<file path="config.mk">
export PLATFORM = sky130hd
export DESIGN_NAME = zube_mailbox
export DESIGN_NICKNAME = d
export VERILOG_FILES = /design/src/rtl/zube_mailbox.sv
export SDC_FILE = /design/constraint.sdc
export NUM_CORES = 1
export LEC_CHECK = 0
export CORE_MARGIN = 2
export CORE_UTILIZATION = 38
export DETAILED_ROUTE_END_ITERATION = 10
export PLACE_DENSITY = 0.71
export SYNTH_ARGS = -nofsm -noshare
export SYNTH_HDL_FRONTEND = slang
export SYNTH_SLANG_ARGS = --single-unit
</file>
<file path="constraint.sdc">
create_clock -name clk -period 9.6 [get_ports clk]
set_clock_uncertainty 0.15 [all_clocks]
set_input_delay 2.88 -clock clk [delete_from_list [all_inputs] [get_ports clk]]
set_output_delay 2.88 -clock clk [all_outputs]
set_load 0.02 [all_outputs]
</file>
<file path="src/rtl/zube_mailbox.sv">
// Zube host/external mailbox: two FIFOs (H2E, E2H) plus status mailboxes,
// a Wishbone slave on the Caravel side and a strobed async bus on GPIO.

module zube_mailbox_fifo #(
    parameter int DATA_W = 8,
    parameter int DEPTH  = 8
) (
    input  logic              clk,
    input  logic              reset,
    input  logic              push,
    input  logic              pop,
    input  logic [DATA_W-1:0] push_data,
    output logic [DATA_W-1:0] pop_data,
    output logic [$clog2(DEPTH):0] count,
    output logic              empty,
    output logic              full,
    output logic              ovf,
    output logic              unf
);
    localparam int AW = $clog2(DEPTH);
    localparam logic [AW:0] FULL_C = (AW+1)'(DEPTH);

    logic [DATA_W-1:0] mem [DEPTH];
    logic [AW:0]       wr_ptr;
    logic [AW:0]       rd_ptr;
    logic              do_push;
    logic              do_pop;

    // A pop frees a slot in the same cycle, so a full FIFO still accepts a paired push
    always_comb begin
        count    = wr_ptr - rd_ptr;
        empty    = (count == '0);
        full     = (count == FULL_C);
        do_pop   = pop & ~empty;
        do_push  = push & (~full | pop);
        ovf      = push & full & ~pop;
        unf      = pop & empty;
        pop_data = do_pop ? mem[rd_ptr[AW-1:0]] : '0;
    end

    // Storage and wrap-around pointers
    always_ff @(posedge clk or posedge reset) begin
        if (reset) begin
            wr_ptr <= '0;
            rd_ptr <= '0;
            for (int i = 0; i < DEPTH; i++) mem[i] <= '0;
        end else begin
            if (do_push) begin
                mem[wr_ptr[AW-1:0]] <= push_data;
                wr_ptr              <= wr_ptr + 1'b1;
            end
            if (do_pop) rd_ptr <= rd_ptr + 1'b1;
        end
    end
endmodule

module zube_mailbox #(
    parameter int          DATA_W     = 8,
    parameter int          DEPTH      = 8,
    parameter logic [31:0] BASE_ADDR  = 32'h3000_0000,
    parameter int          IRQ_THRESH = 1
) (
    input  logic              clk,
    input  logic              reset,
    input  logic              wb_cyc_in,
    input  logic              wb_stb_in,
    input  logic              wb_we_in,
    input  logic [31:0]       wb_addr_in,
    input  logic [31:0]       wb_data_in,
    output logic              wb_ack_out,
    output logic [31:0]       wb_data_out,
    input  logic [1:0]        ext_addr_in,
    input  logic [DATA_W-1:0] ext_data_in,
    output logic [DATA_W-1:0] ext_data_out,
    output logic              ext_data_oe,
    input  logic              ext_rd_in,
    input  logic              ext_wr_in,
    output logic              irq_data_out,
    output logic              irq_status_out
);
    localparam int AW = $clog2(DEPTH);
    localparam logic [AW:0] THRESH_C = (AW+1)'(IRQ_THRESH);

    logic [31:2]       lat_addr;
    logic [31:0]       lat_data;
    logic              lat_we;
    logic              wb_req, wb_hit, wb_wr, wb_rd;
    logic [2:0]        sel;
    logic [2:0]        rd_sync, wr_sync;
    logic              rd_edge, wr_edge;
    logic [DATA_W-1:0] host_stat, ext_stat;
    logic              status_pend;
    logic [1:0]        irq_en;
    logic [3:0]        flags;
    logic [3:0]        flag_set, flag_clr;
    logic              h2e_push, h2e_pop, e2h_push, e2h_pop;
    logic [DATA_W-1:0] h2e_pop_data, e2h_pop_data;
    logic [AW:0]       h2e_count, e2h_count;
    logic              h2e_empty, h2e_full, e2h_empty, e2h_full;
    logic              h2e_ovf, h2e_unf, e2h_ovf, e2h_unf;
    logic              e2h_above;
    logic [31:0]       status_word;
    logic [1:0]        ext_flags;
    logic              unused_bits;

    assign unused_bits = ^{lat_data, wb_addr_in[1:0]};

    // Request decode; the ack cycle is where every Wishbone side effect lands
    always_comb begin
        wb_req    = wb_cyc_in & wb_stb_in & ~wb_ack_out;
        wb_hit    = (lat_addr[31:5] == BASE_ADDR[31:5]);
        sel       = lat_addr[4:2];
        wb_wr     = wb_ack_out & wb_hit & lat_we;
        wb_rd     = wb_ack_out & wb_hit & ~lat_we;
        rd_edge   = rd_sync[1] & ~rd_sync[2];
        wr_edge   = wr_sync[1] & ~wr_sync[2];
        h2e_push  = wb_wr & (sel == 3'd0);
        e2h_pop   = wb_rd & (sel == 3'd0);
        h2e_pop   = rd_edge & (ext_addr_in == 2'd0);
        e2h_push  = wr_edge & (ext_addr_in == 2'd0);
        e2h_above = (e2h_count >= THRESH_C);
        flag_set  = {e2h_unf, e2h_ovf, h2e_unf, h2e_ovf};
        flag_clr  = (wb_wr && sel == 3'd1) ? lat_data[21:18] : 4'b0;
        ext_flags = {e2h_full, h2e_empty};
        ext_data_oe = rd_sync[1];
        status_word = {10'b0, flags, e2h_empty, h2e_full,
                       8'(e2h_count), 8'(h2e_count)};
    end

    // Wishbone ack and request capture
    always_ff @(posedge clk or posedge reset) begin
        if (reset) begin
            wb_ack_out <= 1'b0;
            lat_we     <= 1'b0;
            lat_addr   <= '0;
            lat_data   <= '0;
        end else begin
            wb_ack_out <= wb_req;
            if (wb_req) begin
                lat_we   <= wb_we_in;
                lat_addr <= wb_addr_in[31:2];
                lat_data <= wb_data_in;
            end
        end
    end

    // Read mux, driven only while acking a matched address
    always_comb begin
        wb_data_out = '0;
        if (wb_rd) begin
            case (sel)
                3'd0:    wb_data_out = 32'(e2h_pop_data);
                3'd1:    wb_data_out = status_word;
                3'd2:    wb_data_out = 32'(host_stat);
                3'd3:    wb_data_out = 32'(ext_stat);
                3'd4:    wb_data_out = {30'b0, irq_en};
                3'd5:    wb_data_out = {30'b0, status_pend, e2h_above};
                default: wb_data_out = '0;
            endcase
        end
    end

    // Strobe synchronisers with a third flop for rising-edge detection
    always_ff @(posedge clk or posedge reset) begin
        if (reset) begin
            rd_sync <= '0;
            wr_sync <= '0;
        end else begin
            rd_sync <= {rd_sync[1:0], ext_rd_in};
            wr_sync <= {wr_sync[1:0], ext_wr_in};
        end
    end

    // External read data register, held until the next read edge
    always_ff @(posedge clk or posedge reset) begin
        if (reset) begin
            ext_data_out <= '0;
        end else if (rd_edge) begin
            case (ext_addr_in)
                2'd0:    ext_data_out <= h2e_pop_data;
                2'd1:    ext_data_out <= DATA_W'(ext_flags);
                2'd3:    ext_data_out <= host_stat;
                default: ext_data_out <= '0;
            endcase
        end
    end

    // Control/status registers; sticky sets beat a same-cycle clear
    always_ff @(posedge clk or posedge reset) begin
        if (reset) begin
            host_stat   <= '0;
            ext_stat    <= '0;
            status_pend <= 1'b0;
            irq_en      <= '0;
            flags       <= '0;
        end else begin
            if (wb_wr && sel == 3'd2) host_stat <= lat_data[DATA_W-1:0];
            if (wb_wr && sel == 3'd4) irq_en    <= lat_data[1:0];
            if (wr_edge && ext_addr_in == 2'd2) ext_stat <= ext_data_in;
            status_pend <= (wr_edge && ext_addr_in == 2'd2) |
                           (status_pend & ~(wb_rd && sel == 3'd3));
            flags <= (flags & ~flag_clr) | flag_set;
        end
    end

    // Registered interrupt outputs
    always_ff @(posedge clk or posedge reset) begin
        if (reset) begin
            irq_data_out   <= 1'b0;
            irq_status_out <= 1'b0;
        end else begin
            irq_data_out   <= irq_en[0] & e2h_above;
            irq_status_out <= irq_en[1] & status_pend;
        end
    end

    zube_mailbox_fifo #(.DATA_W(DATA_W), .DEPTH(DEPTH)) u_h2e (
        .clk(clk), .reset(reset),
        .push(h2e_push), .pop(h2e_pop),
        .push_data(lat_data[DATA_W-1:0]), .pop_data(h2e_pop_data),
        .count(h2e_count), .empty(h2e_empty), .full(h2e_full),
        .ovf(h2e_ovf), .unf(h2e_unf)
    );

    zube_mailbox_fifo #(.DATA_W(DATA_W), .DEPTH(DEPTH)) u_e2h (
        .clk(clk), .reset(reset),
        .push(e2h_push), .pop(e2h_pop),
        .push_data(ext_data_in), .pop_data(e2h_pop_data),
        .count(e2h_count), .empty(e2h_empty), .full(e2h_full),
        .ovf(e2h_ovf), .unf(e2h_unf)
    );
endmodule

</file>
# Word level (Yosys, flattened, before mapping)
# Index checks and enable logic that the tools add are counted.
[word_totals] register_bits=237 output_inout_bits=44 elab_cells=132
[op_classes] n_addsub=6 n_lt_le_gt_ge=7 eq_ne=11 n_mux=18 bitwise=45 n_reduce_logical=11
[op_table] op="$pmux W22 S6" n=1
[op_table] op="$bwmux W64" n=2
[op_table] op="$mux W8" n=8
[op_table] op="$bmux W8 S3" n=2
[op_table] op="$demux W8 S3" n=2
[op_table] op="$eq A27 B25 Y1 const B" n=1
[op_table] op="$and A1 B1 Y1" n=24
[op_table] op="$pmux W8 S3" n=1
[op_table] op="$mux W22" n=1
[op_table] op="$add A4 B1 Y4 const B" n=4
[op_table] op="$ge A4 B4 Y1 const B" n=4
[op_table] op="$not A3 Y4" n=4
[op_table] op="$not A1 Y1" n=11
[op_table] op="$eq A4 B4 Y1 const B" n=2
[op_table] op="$logic_not A4 Y1" n=2
[op_table] op="$lt A4 B1 Y1 const B" n=2
[op_table] op="$sub A4 B4 Y4" n=2
[op_table] op="$logic_and A1 B1 Y1" n=7
[op_table] op="$eq A3 B2 Y1 const B" n=2
[op_table] op="$eq A3 B3 Y1 const B" n=2
[op_table] op="$and A4 B4 Y4" n=1
[op_table] op="$eq A2 B2 Y1 const B" n=2
[op_table] op="$ge A4 B1 Y1 const B" n=1
[op_table] op="$mux W4" n=1
[op_table] op="7 further kinds" n=9

# Depth between registers and ports, before layout
[logic_depth] ltp_word=8 ltp_mapped=10

# Cells and area by module
# A second synthesis with hierarchy kept.
[hier_totals] hier_cells=865 hier_area_um2=10840.4
[modules_own_cells] module="zube_mailbox" instances=1 cells_each=384 area_per_inst_um2=3759.9 seq_area_each_um2=2077.0
[modules_own_cells] module="zube_mailbox_fifo at u_h2e" instances=1 cells_each=241 area_per_inst_um2=3542.1 seq_area_each_um2=1801.7
[modules_own_cells] module="zube_mailbox_fifo at u_e2h" instances=1 cells_each=240 area_per_inst_um2=3538.4 seq_area_each_um2=1801.7

# Worst setup path before layout
# OpenSTA, ideal clock, no wires.
[synth_timing] kind="reg-to-output" startpoint="register u_e2h.rd_ptr[1]" endpoint="output wb_data_out[0]" arrival_time_ps=2703 required_ps=6570 slack_ps=3867 stages_incl_launch_ff=11 path_buffers=3 path_cell_list="dfrtp_1 -> clkbuf_1 -> clkbuf_1 -> inv_1 -> ha_1 -> and3b_1 -> o21ai_0 -> a21bo_2 -> clkbuf_1 -> nand3_1 -> a31oi_1"
[synth_via] elab_chain_cells=7 elab_cells_between_ends=12
[synth_lines] element="start, declared" line_no="25" source="logic [AW:0] rd_ptr;"
[synth_lines] element="start signal, assigned" line_no="52" source="if (do_pop) rd_ptr <= rd_ptr + 1'b1;"
[synth_lines] element="$sub A4 B4 Y4 / $not A3 Y4 (equally long branches)" line_no="31, 38"
[synth_lines] element="$logic_not A4 Y1 / $bmux W8 S3 (equally long branches)" line_no="32, 38"
[synth_lines] element="$not A1 Y1 / $mux W8 (equally long branches)" line_no="34, 38"
[synth_lines] element="$and A1 B1 Y1 / $mux W8 (equally long branches)" line_no="34, 38"
[synth_lines] element="$mux W8" line_no="38" source="pop_data = do_pop ? mem[rd_ptr[AW-1:0]] : '0;"
[synth_lines] element="$pmux W22 S6 *" line_no="151" source="case (sel)"
[synth_lines] element="$mux W22 *" line_no="150" source="if (wb_rd) begin"
[synth_lines] element="end, declared" line_no="71" source="output logic [31:0] wb_data_out,"
# Every way passes the cells marked *; elsewhere a longest branch is shown, timed or not. The select of a mux whose other input is x is not followed.

# Worst setup path in the final report
[layout_timing] startpoint="register lat_addr[30] (netlist bit)" endpoint="output wb_data_out[3]"
[layout_via] elab_chain_cells=8
[layout_lines] element="start, declared" line_no="84" source="logic [31:2] lat_addr;"
[layout_lines] element="start signal, assigned" line_no="141" source="lat_addr <= wb_addr_in[31:2];"
[layout_lines] element="$eq A27 B25 Y1 *" line_no="111" source="wb_hit = (lat_addr[31:5] == BASE_ADDR[31:5]);"
[layout_lines] element="$and A1 B1 Y1 * (2 in series)" line_no="114" source="wb_rd = wb_ack_out & wb_hit & ~lat_we;"
[layout_lines] element="$and A1 B1 Y1" line_no="118" source="e2h_pop = wb_rd & (sel == 3'd0);"
[layout_lines] element="$and A1 B1 Y1" line_no="34" source="do_pop = pop & ~empty;"
[layout_lines] element="$mux W8" line_no="38"
[layout_lines] element="$pmux W22 S6" line_no="151"
[layout_lines] element="$mux W22 *" line_no="150"
# Every way passes the cells marked *; elsewhere a longest branch is shown, timed or not.

==> impl_metrics.env <==
export IMPL_fp_dieW_um=171
export IMPL_clock_sinks=227
export IMPL_status="completed"
export IMPL_layout_setup_ws_ps=2430
export IMPL_tritoncts="yes"
export IMPL_cts_setup_buffers=0
export IMPL_max_vdd_ir_drop_v=0.000104
export IMPL_mostFrequentLayoutCells="227 x dfrtp_1, 184 x nand2_1, 88 x clkdlybuf4s50_1"
export IMPL_dieArea_sq_um=29100
export IMPL_max_slew_margin_pct=14.4
export IMPL_async_flop_share_pct=100
export IMPL_ios=125
export IMPL_path_max_fanout=8
export IMPL_synthCells=884
export IMPL_cap_violations=0
export IMPL_fin_crit_ps=7170
export IMPL_synth_seq_cells=227
export IMPL_grt_total_usage_pct=17.8
export IMPL_r2r_end="u_h2e.mem[1]$_DFFE_PP0P_"
export IMPL_avgSynthCellArea_sq_um=11.9
export IMPL_clkLatencyLatePin_ps=520
export IMPL_startpoint="lat_addr[30]$_DFFE_PP0P_"
export IMPL_synth_edf_count=0
export IMPL_switching_share_pct=28.5
export IMPL_critPathKind="reg2out"
export IMPL_die_h_um=171
export IMPL_combPwrFrac_pct=18.9
export IMPL_layout_commonest_cell="dfrtp_1"
export IMPL_r2r_slack_ps=5190
export IMPL_period_share_pct=74.7
export IMPL_p_clk_share_pct=37.8
export IMPL_core_area_sq_um=27100
export IMPL_num_rows=60
export IMPL_ant_nets=0
export IMPL_nNetsFinal=1056
export IMPL_startpoint_type="register"
export IMPL_io_buffer_count=88
export IMPL_drc=0
export IMPL_antenna_cells=0
export IMPL_yosysSeqAreaShare_pct=53.9
export IMPL_finalMaxSlewViolations=0
export IMPL_power_switching_uw=811
export IMPL_hold_class="reg2reg"
export IMPL_grt_ovfl_total=0
export IMPL_cp_required_ps=6570
export IMPL_vias=7297
export IMPL_clock_fmax_mhz=139
export IMPL_reg2reg_depth=7
export IMPL_yosys_most_used_dff="dfrtp_1"
export IMPL_area_delta_synth_final_pct=20.5
export IMPL_cts_resized=0
export IMPL_end_kind="primary output"
export IMPL_root_buffer="clkbuf_16"
export IMPL_ctsLongestPathBuffers=3
export IMPL_tightest_slew_ps=1280
export IMPL_whs_path_depth=0
export IMPL_drive_above_1_share_pct=20.1
export IMPL_cts_clk_slew_worst_paths_ps=60
export IMPL_routed_wl_um=25400
export IMPL_ys_warn_count=0
export IMPL_antenna_found_initial=0
export IMPL_p_leak_nw=5.78
export IMPL_place_gp_congestion=0.796
export IMPL_rr_startpoint="u_h2e.rd_ptr[1]$_DFFE_PP0N_"
export IMPL_setup_viol=0
export IMPL_h_tree_depth=1
export IMPL_post_dp_hpwl_um=16800
export IMPL_numCtsBuffers=25
export IMPL_grt_max_degree=155
export IMPL_pre_cts_slack_ps=2910
export IMPL_finalSetupTns_ps=0
export IMPL_grt_pass1_vias=7290
export IMPL_whs_ps=197
export IMPL_drtIter0Drc=478
export IMPL_start_util_pct=38.9
export IMPL_grt_setup_unrepaired="no"
export IMPL_p_per_area_nw_per_um2=224
export IMPL_intPower_mw=2.03
export IMPL_worstPathArrival_ps=4140
export IMPL_ys_types=61
export IMPL_dr_pass1_iters=4
export IMPL_netlist_area_sq_um=10500
export IMPL_grt_pass1_wl_um=40700
export IMPL_hold_viol_final=0
export IMPL_postCtsHoldBufs=0
export IMPL_crit_end="wb_data_out[3]"
export IMPL_viasPerCell=5.39
export IMPL_wl_per_cell_um=18.7
export IMPL_seqPwrFrac_pct=43.2
metal layers:
metal  vias to the layer above  global-route usage (%)  part of all wire, %
li1                       3328                       -                    -
met1                      3698                    26.7                   47
met2                       231                    26.9                   44
met3                        40                    3.01                  6.7
met4                         0                    4.35                  2.1
met5                         -                       0                    0
power by group through the flow:
stage	clock network, mW	logic [mW]	registers [mW]
floorplan	0	0.446	1.18
global placement	0	0.526	1.24
detailed placement	0	0.539	1.24
CTS	1.10	0.542	1.23
global route	1.14	0.596	1.25
finish	1.08	0.539	1.23
how the worst min path moves through the flow:
stage	slack [ps]	startpoint	end
after floorplan	180	rd_sync[0]$_DFF_PP0_	rd_sync[1]$_DFF_PP0_
after CTS	200	rd_sync[0]$_DFF_PP0_	rd_sync[1]$_DFF_PP0_
final	200	wr_sync[0]$_DFF_PP0_	wr_sync[1]$_DFF_PP0_
after global placement	190	rd_sync[0]$_DFF_PP0_	rd_sync[1]$_DFF_PP0_
after global routing	210	wr_sync[0]$_DFF_PP0_	wr_sync[1]$_DFF_PP0_
after detailed placement	200	rd_sync[0]$_DFF_PP0_	rd_sync[1]$_DFF_PP0_
Yosys cell counts (3+ instances only):
master	number	share of area [%]
o2bb2ai_1	65	5.4
and3_1	7	0.42
nand2b_1	3	0.18
a21oi_1	7	0.33
nor3_1	4	0.19
nand2_1	184	6.6
a21o_1	4	0.28
o211ai_1	4	0.28
a31o_2	3	0.25
o21ai_1	3	0.14
mux2_2	85	9.1
nor4_1	7	0.42
o2111ai_1	7	0.58
or3_1	3	0.18
mux2i_1	15	1.4
nor2_1	25	0.89
nand4_2	7	0.83
dfrtp_1	227	54
xnor2_1	13	1.1
buf_1	10	0.36
o21ai_0	17	0.81
ha_1	10	1.2
nor2b_1	3	0.18
mux4_2	30	6.4
a31oi_1	7	0.42
buf_2	4	0.19
buf_4	15	1.1
xor2_1	3	0.25
and2_1	3	0.18
inv_1	16	0.57
nand3_1	15	0.71
clkbuf_1	32	1.1
a22oi_1	8	0.57
logic make-up after synthesis:
kind of cell | after synthesis | synth area share (%)
AO/OA/AOI/OAI | 133 | 9.74
XOR/XNOR | 16 | 1.33
adder cells (fa/ha/maj) | 12 | 1.57
buffers and inverters | 80 | 3.43
flip-flops | 227 | 53.9
multiplexers | 131 | 17.0
other | 1 | 0.0356
AND/OR/NAND/NOR | 284 | 13.0
state kept, by name, indices dropped and copies added, names as in the netlist:
name,count
irq_data_out,1
ext_stat,8
wb_ack_out,1
irq_status_out,1
u_h2e.rd_ptr,4
u_e2h.wr_ptr,4
lat_addr,30
host_stat,8
rd_sync,3
u_h2e.mem,64
lat_we,1
status_pend,1
irq_en,2
ext_data_out,8
wr_sync,3
lat_data,12
u_h2e.wr_ptr,4
u_e2h.rd_ptr,4
u_e2h.mem,64
flags,4
metrics by stage:
stage	std cells	cell area (sq um)	total power, mW	utilization [%]
3_3_place_gp	1308	11800	1.76	43.4
6_report	1354	12700	2.84	46.9
4_1_cts	1354	12700	2.87	46.9
2_1_floorplan	897	10600	1.62	-
3_5_place_dp	1308	11800	1.78	43.4
5_1_grt	1354	12700	2.98	46.9
worst max-delay path, stage by stage, from the launching register on:
cell and delay, ps:
dfrtp_1 370, nor4bb_1 350, nand4_1 330, nor4_1 980, nand2_1 460, a21oi_1 440
clkdlybuf4s50_1 680
cell type report:
type | count | area [sq um]
multi-input cells | 590 | 4570
fillers | 2392 | 14400
clock buffers | 33 | 716
flip-flops and latches | 227 | 5680
repair buffers | 100 | 971
clock inverters | 13 | 223
well taps | 372 | 465
inverters | 19 | 78.8
No activity file was read; power rests on OpenSTA's default activity.
